### src/rtl/control_unit_pkg.sv
// Shared encodings for the two-register datapath sequencer: state codes,
// ALU operand sources, ALU ops and control-bit positions.
package control_pkg;

    typedef enum logic [2:0] {
        ST_INIT   = 3'd0,
        ST_LOAD_A = 3'd1,
        ST_LOAD_B = 3'd2,
        ST_CMP    = 3'd3,
        ST_EXEC   = 3'd4,
        ST_DONE   = 3'd5
    } state_e;

    // ALU operand source codes (asel / bsel)
    localparam logic [1:0] SRC_A    = 2'b00;
    localparam logic [1:0] SRC_B    = 2'b01;
    localparam logic [1:0] SRC_ZERO = 2'b10;
    localparam logic [1:0] SRC_ONE  = 2'b11;

    localparam logic [1:0] ALU_ADD  = 2'b00;
    localparam logic [1:0] ALU_SUB  = 2'b01;
    localparam logic [1:0] ALU_PASS = 2'b10;
    localparam logic [1:0] ALU_CMP  = 2'b11;

    localparam int WEN_A_BIT = 0;
    localparam int WEN_B_BIT = 1;

    localparam int RES_A_BIT   = 0;
    localparam int RES_B_BIT   = 1;
    localparam int RES_OUT_BIT = 2;

    localparam logic DATA_EXT = 1'b0;
    localparam logic DATA_INT = 1'b1;
    localparam logic WSEL_ALU = 1'b0;

endpackage

### src/rtl/control_unit_if.sv
// Control/status bundle between the sequencer (master) and the datapath (slave).
interface control_unit_if;

    logic       eq;
    logic [2:0] resReg;
    logic [1:0] wen;
    logic       wsel;
    logic [1:0] asel;
    logic [1:0] bsel;
    logic       datasel;
    logic [1:0] alusel;

    modport master (
        input  eq,
        output resReg, wen, wsel, asel, bsel, datasel, alusel
    );

    modport slave (
        output eq,
        input  resReg, wen, wsel, asel, bsel, datasel, alusel
    );

endinterface

### src/rtl/control_unit.sv
// Moore sequencer: load A, load B, then loop compare / A <= A - B until eq, park in DONE.
// Optional macro CONTROL_RESTART_EN: DONE lasts one cycle and restarts at LOAD_A.
module control_unit
    import control_pkg::*;
(
    input  logic           clk,
    input  logic           resControl,
    control_unit_if.master bus
);

    state_e     r_state;
    state_e     w_next_state;
    logic [2:0] w_resReg;
    logic [1:0] w_wen;
    logic       w_wsel;
    logic [1:0] w_asel;
    logic [1:0] w_bsel;
    logic       w_datasel;
    logic [1:0] w_alusel;

    always_ff @(posedge clk or negedge resControl) begin
        if (!resControl) begin
            r_state <= ST_INIT;
        end else begin
            r_state <= w_next_state;
        end
    end

    always_comb begin
        w_next_state = ST_INIT;
        w_resReg     = 3'b111;
        w_wen        = 2'b00;
        w_wsel       = WSEL_ALU;
        w_asel       = SRC_A;
        w_bsel       = SRC_A;
        w_datasel    = DATA_EXT;
        w_alusel     = ALU_ADD;

        case (r_state)
            ST_INIT: begin
                w_resReg[RES_A_BIT]   = 1'b0;
                w_resReg[RES_B_BIT]   = 1'b0;
                w_resReg[RES_OUT_BIT] = 1'b0;
                w_next_state          = ST_LOAD_A;
            end
            ST_LOAD_A: begin
                w_wen[WEN_A_BIT] = 1'b1;
                w_datasel        = DATA_EXT;
                w_next_state     = ST_LOAD_B;
            end
            ST_LOAD_B: begin
                w_wen[WEN_B_BIT] = 1'b1;
                w_datasel        = DATA_EXT;
                w_next_state     = ST_CMP;
            end
            ST_CMP: begin
                w_asel       = SRC_A;
                w_bsel       = SRC_B;
                w_alusel     = ALU_CMP;
                w_next_state = bus.eq ? ST_DONE : ST_EXEC;
            end
            ST_EXEC: begin
                w_wen[WEN_A_BIT] = 1'b1;
                w_datasel        = DATA_INT;
                w_wsel           = WSEL_ALU;
                w_asel           = SRC_A;
                w_bsel           = SRC_B;
                w_alusel         = ALU_SUB;
                w_next_state     = ST_CMP;
            end
            ST_DONE: begin
                w_asel   = SRC_A;
                w_alusel = ALU_PASS;
`ifdef CONTROL_RESTART_EN
                // Restart skips INIT so the datapath registers keep their contents.
                w_next_state = ST_LOAD_A;
`else
                w_next_state = ST_DONE;
`endif
            end
            default: begin
                // Illegal codes behave exactly like INIT.
                w_resReg     = 3'b000;
                w_next_state = ST_INIT;
            end
        endcase
    end

    assign bus.resReg  = w_resReg;
    assign bus.wen     = w_wen;
    assign bus.wsel    = w_wsel;
    assign bus.asel    = w_asel;
    assign bus.bsel    = w_bsel;
    assign bus.datasel = w_datasel;
    assign bus.alusel  = w_alusel;

endmodule

### src/flat_wrapper.sv
// flat-port wrapper written by rule: the top's interface ports become plain ports
module control_unit_flat import control_pkg::*;
  (clk, resControl, bus_eq, bus_resReg, bus_wen, bus_wsel, bus_asel, bus_bsel, bus_datasel, bus_alusel);
  control_unit_if bus_i ();
  input  logic clk;
  input  logic resControl;
  input wire logic [$bits(bus_i.eq)-1:0] bus_eq;
  output wire logic [$bits(bus_i.resReg)-1:0] bus_resReg;
  output wire logic [$bits(bus_i.wen)-1:0] bus_wen;
  output wire logic [$bits(bus_i.wsel)-1:0] bus_wsel;
  output wire logic [$bits(bus_i.asel)-1:0] bus_asel;
  output wire logic [$bits(bus_i.bsel)-1:0] bus_bsel;
  output wire logic [$bits(bus_i.datasel)-1:0] bus_datasel;
  output wire logic [$bits(bus_i.alusel)-1:0] bus_alusel;
  assign bus_i.eq = bus_eq;
  assign bus_resReg = bus_i.resReg;
  assign bus_wen = bus_i.wen;
  assign bus_wsel = bus_i.wsel;
  assign bus_asel = bus_i.asel;
  assign bus_bsel = bus_i.bsel;
  assign bus_datasel = bus_i.datasel;
  assign bus_alusel = bus_i.alusel;
  control_unit u_core (.clk(clk), .resControl(resControl), .bus(bus_i));
endmodule
### config.mk
export PLATFORM = sky130hd
export DESIGN_NAME = control_unit_flat
export DESIGN_NICKNAME = d
export VERILOG_FILES = /design/src/rtl/control_unit_pkg.sv /design/src/rtl/control_unit_if.sv /design/src/rtl/control_unit.sv /design/src/flat_wrapper.sv
export SDC_FILE = /design/constraint.sdc
export NUM_CORES = 1
export LEC_CHECK = 0
export ABC_CLOCK_PERIOD_IN_PS = 2100
export CELL_PAD_IN_SITES_DETAIL_PLACEMENT = 0
export CELL_PAD_IN_SITES_GLOBAL_PLACEMENT = 1
export CORE_AREA = 2 2 39 41
export CTS_CLUSTER_SIZE = 12
export DETAILED_ROUTE_END_ITERATION = 6
export DIE_AREA = 0 0 41 43
export MAX_ROUTING_LAYER = met4
export PLACE_DENSITY_LB_ADDON = 0.1
export SYNTH_ARGS = -nofsm -noshare
export SYNTH_HDL_FRONTEND = slang
export SYNTH_SLANG_ARGS = --single-unit
### constraint.sdc
create_clock -name clk -period 2.1 [get_ports clk]
set_input_delay 0.63 -clock clk [delete_from_list [all_inputs] [get_ports clk]]
set_output_delay 0.63 -clock clk [all_outputs]
set_load 0.02 [all_outputs]
==> results.md <==
Power:
- Of the total power, combinational logic draws 0.636.
- For this design the static power due to leakage is 0.000170 µW.
- The proportion of total power due to net switching is 0.483.
- Internal power comes to between 300 and 400 µW.
- The share of total power dissipated in sequential elements is 0.227.
- The portion of total power attributed to the clock network is 0.137.
- VDD sags by at most 0.000420 V.
- The total power is around 700 µW.
- The power per cell area is approximately 2000 mW/mm².
- In this run the power spent charging and discharging nets is around 350 µW.

Floorplanning:
- During I/O placement, the number of pins put on the boundary was 16.
- The initial core utilization is 0.198.
- The chip height is around 43 µm.
- The chip width is about 41 µm.
- The initialized floorplan defines 14 standard-cell rows.
- The floorplan step defined a die boundary enclosing ~0.0018 mm².
- After floorplanning, the core was sized to cover around 0.0014 mm².

STA:
- Of the available clock period, the critical path in the final layout requires 0.956.
- Counting I/O delays and the setup requirement, the final critical path takes between 2 and 2.5 ns.
- Setup repair after global routing left no endpoint under its margin.
- For this run, the top clock speed supported by timing is between 0.4 and 0.5 GHz.
- For the final database, setup skew stands at 0.00318 ns.
- The number of slew-limit violations in the final report is 0.
- The total setup violations reported at the end of the flow is 0.
- The slack of the critical path is about 0.091 ns.
- The hold violation total from the final report is 0.

Layout:
- 0 antenna diodes ended up in the layout.
- Of the cells placed in the final design, the portion with a size suffix greater than 1 is 0.225.
- The final net count is 44.
- The number of flip-flops under the largest register name is 3.
- In the layout the commonest cells are sky130_fd_sc_hd__dlygate4sd2_1 (9), sky130_fd_sc_hd__o21ai_0 (4), sky130_fd_sc_hd__conb_1 (4), sky130_fd_sc_hd__clkbuf_4 (3).
- The fill cell instance count of the final layout is around 160.
- After the flow finishes, the layout carries non-filler instances totaling 56.
- u_core.r_state holds more flip-flops than any other register.
- Once layout is done, the placed cells without fillers occupy 365 µm².
- The leading cell type in the layout, fill and taps excluded is sky130_fd_sc_hd__dlygate4sd2_1.
- The largest registers in the layout are u_core.r_state x3.
- The synthesis-to-finish area growth is 33.3%.

Clocking:
- The longest clock path from root to sink contains 2 buffers.
- The number of H-tree branching levels is 1.
- The worst-skew pair later-pin latency is 0.23 ns.
- TritonCTS built the clock tree.
- CTS saw 3 sinks.
- The master cell of the clock root buffer is sky130_fd_sc_hd__clkbuf_4.
- The number of hold buffers added after CTS was 0.
- The number of buffers added by the clock tree synthesis step is 3.
- In this run the post-CTS setup repair buffer count came out at 0.
- Clock-pin slew was measured on the worst setup and hold paths at roughly 0.040 ns.

Detailed routing:
- In the routed design, unresolved DRC markers number 0.
- The routed layout has ~180 vias.
- The first detailed-routing pass ran for 2 iterations.
- In the routed layout, each cell is associated on average with a via count of 3.29.
- The number of design-rule violations left by the first detailed-router iteration is 2.
- The number of nets with antenna violations after detailed routing is 0.
- The average wire length per cell after detail routing is slightly above 8 µm.
- Wires add up to roughly 460 µm.

Placed design:
- In this run the tool buffered the top-level ports with 11 buffer cells.
- At the end of routability-driven placement, the weighted congestion stood at roughly 0.65.
- The half-perimeter wire length after detailed placement is between 300 and 400 µm.
- The placed instances occupy a cell area of about 350 µm².
- The setup slack after placement is -0.0371 ns.
- Once placement completed, the tool counted placed cells totaling 52.

Setup path:
- The critical-path maximum fanout is 9.
- The type of the worst setup path is register to primary output.
- The arrival time of the worst setup path is between 1 and 1.5 ns.
- STA puts the critical path data required time at 1.47 ns.
- The type of element launching the critical path is a register.
- The critical path capture point type is a primary output.

Run:
- Max-cap violations in this run came to 0.

Global routing:
- The first-pass GRT wire length is between 700 and 800 µm.
- The initial antenna violation count is 0.
- After global routing the overflow that remains totals 0.
- The all-layer global routing usage is 0.0710.
- The number of global-route vias before repair was ~160.
- Entering global routing, the biggest net connects 10 pins.

Synthesis:
- The post-synthesis cell area is 274 µm².
- Synthesis inferred 3 register bits.
- The number of distinct library cell variants in the gate-level netlist after synthesis is 16.
- The sequential fraction of the synthesis area is 0.274.
- Yosys printed 0 warnings.
- After synthesis, the cell types taking the most area are sky130_fd_sc_hd__dfrtp_1 (27%), sky130_fd_sc_hd__buf_4 (22%), sky130_fd_sc_hd__buf_6 (8.2%), sky130_fd_sc_hd__o21ai_0 (7.3%), sky130_fd_sc_hd__xor2_2 (5.9%).
- Dividing the synthesized area by the synthesized cell count gives 9.13 µm².
- The area share of the leading cell type in the synthesized netlist is 0.274.
- The post-synthesis cell type with the largest combined area is sky130_fd_sc_hd__dfrtp_1.
- The number of instances in the synthesized netlist is 30.

Run status:
- The run finished with clean final reports.

Worst hold path:
- The min-delay analysis places its worst path in the category primary input to asynchronous set/reset pin.
[cell usage after synthesis, drive strengths merged]
cell	number
nor3	1
a21oi	1
a21boi	1
nor3b	1
and2	1
xnor2	1
nand2b	1
dfrtp	3
xor2	1
o21a	1
o21ai	4
nor2	2
conb	1
buf	10
nand3b	1
[timing repair]
| action | in CTS | in global routing |
|---|---|---|
| hold endpoints to repair | 0 | 0 |
| setup endpoints to repair | 9 | 0 |
| gates resized for setup | 11 | 0 |
[final timing paths]
check,startpoint,to,slack (ns),depth (start not counted)
max,u_core.r_state[1],bus_alusel[1],0.09,3
min,resControl,u_core.r_state[0],0.58,1
max reg2reg,u_core.r_state[0],u_core.r_state[0],1.13,3
min reg2reg,u_core.r_state[2],u_core.r_state[0],0.64,1
max in group asynchronous,resControl,u_core.r_state[2],1.37,1
min in group clk,u_core.r_state[2],u_core.r_state[0],0.64,1
[final cells by class]
type	count	area, µm²	area share
well taps	16	20.0	0.0548
flip-flops and latches	3	77.6	0.212
clock buffers	4	26.3	0.0719
repair buffers	13	114	0.312
multi-input cells	20	128	0.349
[kinds of logic after synthesis]
logic type,count (synthesis),synth area share
XOR/XNOR,2,0.0913
AND/OR/NAND/NOR,7,0.174
AO/OA/AOI/OAI,7,0.146
buffers and inverters,10,0.301
other,1,0.0137
flip-flops,3,0.274
[power by group through the flow]
stage / Clock, µW / Combinational, µW / Sequential [µW]
floorplan: 0 / 455 / 98.3
global placement: 0 / 544 / 162
detailed placement: 0 / 543 / 161
CTS: 103 / 465 / 164
global route: 111 / 497 / 175
finish: 98.6 / 459 / 164
[per-stage QoR]
stage | util | hold WS (ns) | setup TNS, ns
CTS | 0.264 | 0.576 | 0
floorplan | - | 0.334 | 0
global placement | 0.251 | 0.749 | -0.0761
global route | 0.264 | 0.582 | 0
finish | 0.264 | 0.579 | 0
detailed placement | 0.251 | 0.742 | -0.130
[worst max-delay path, cell delays in order, from the launching register on]
cell,delay [ns]
sky130_fd_sc_hd__dfrtp_2,0.46
sky130_fd_sc_hd__xor2_2,0.19
sky130_fd_sc_hd__and2_1,0.18
sky130_fd_sc_hd__dlygate4sd2_1,0.32
[per-layer routing]
layer	wire [µm]	track usage
met4	0	0.0600
met1	201	0.0836
met3	12	0.0471
met2	249	0.0781
met5	0	-
(Power assumes the default switching activity.)
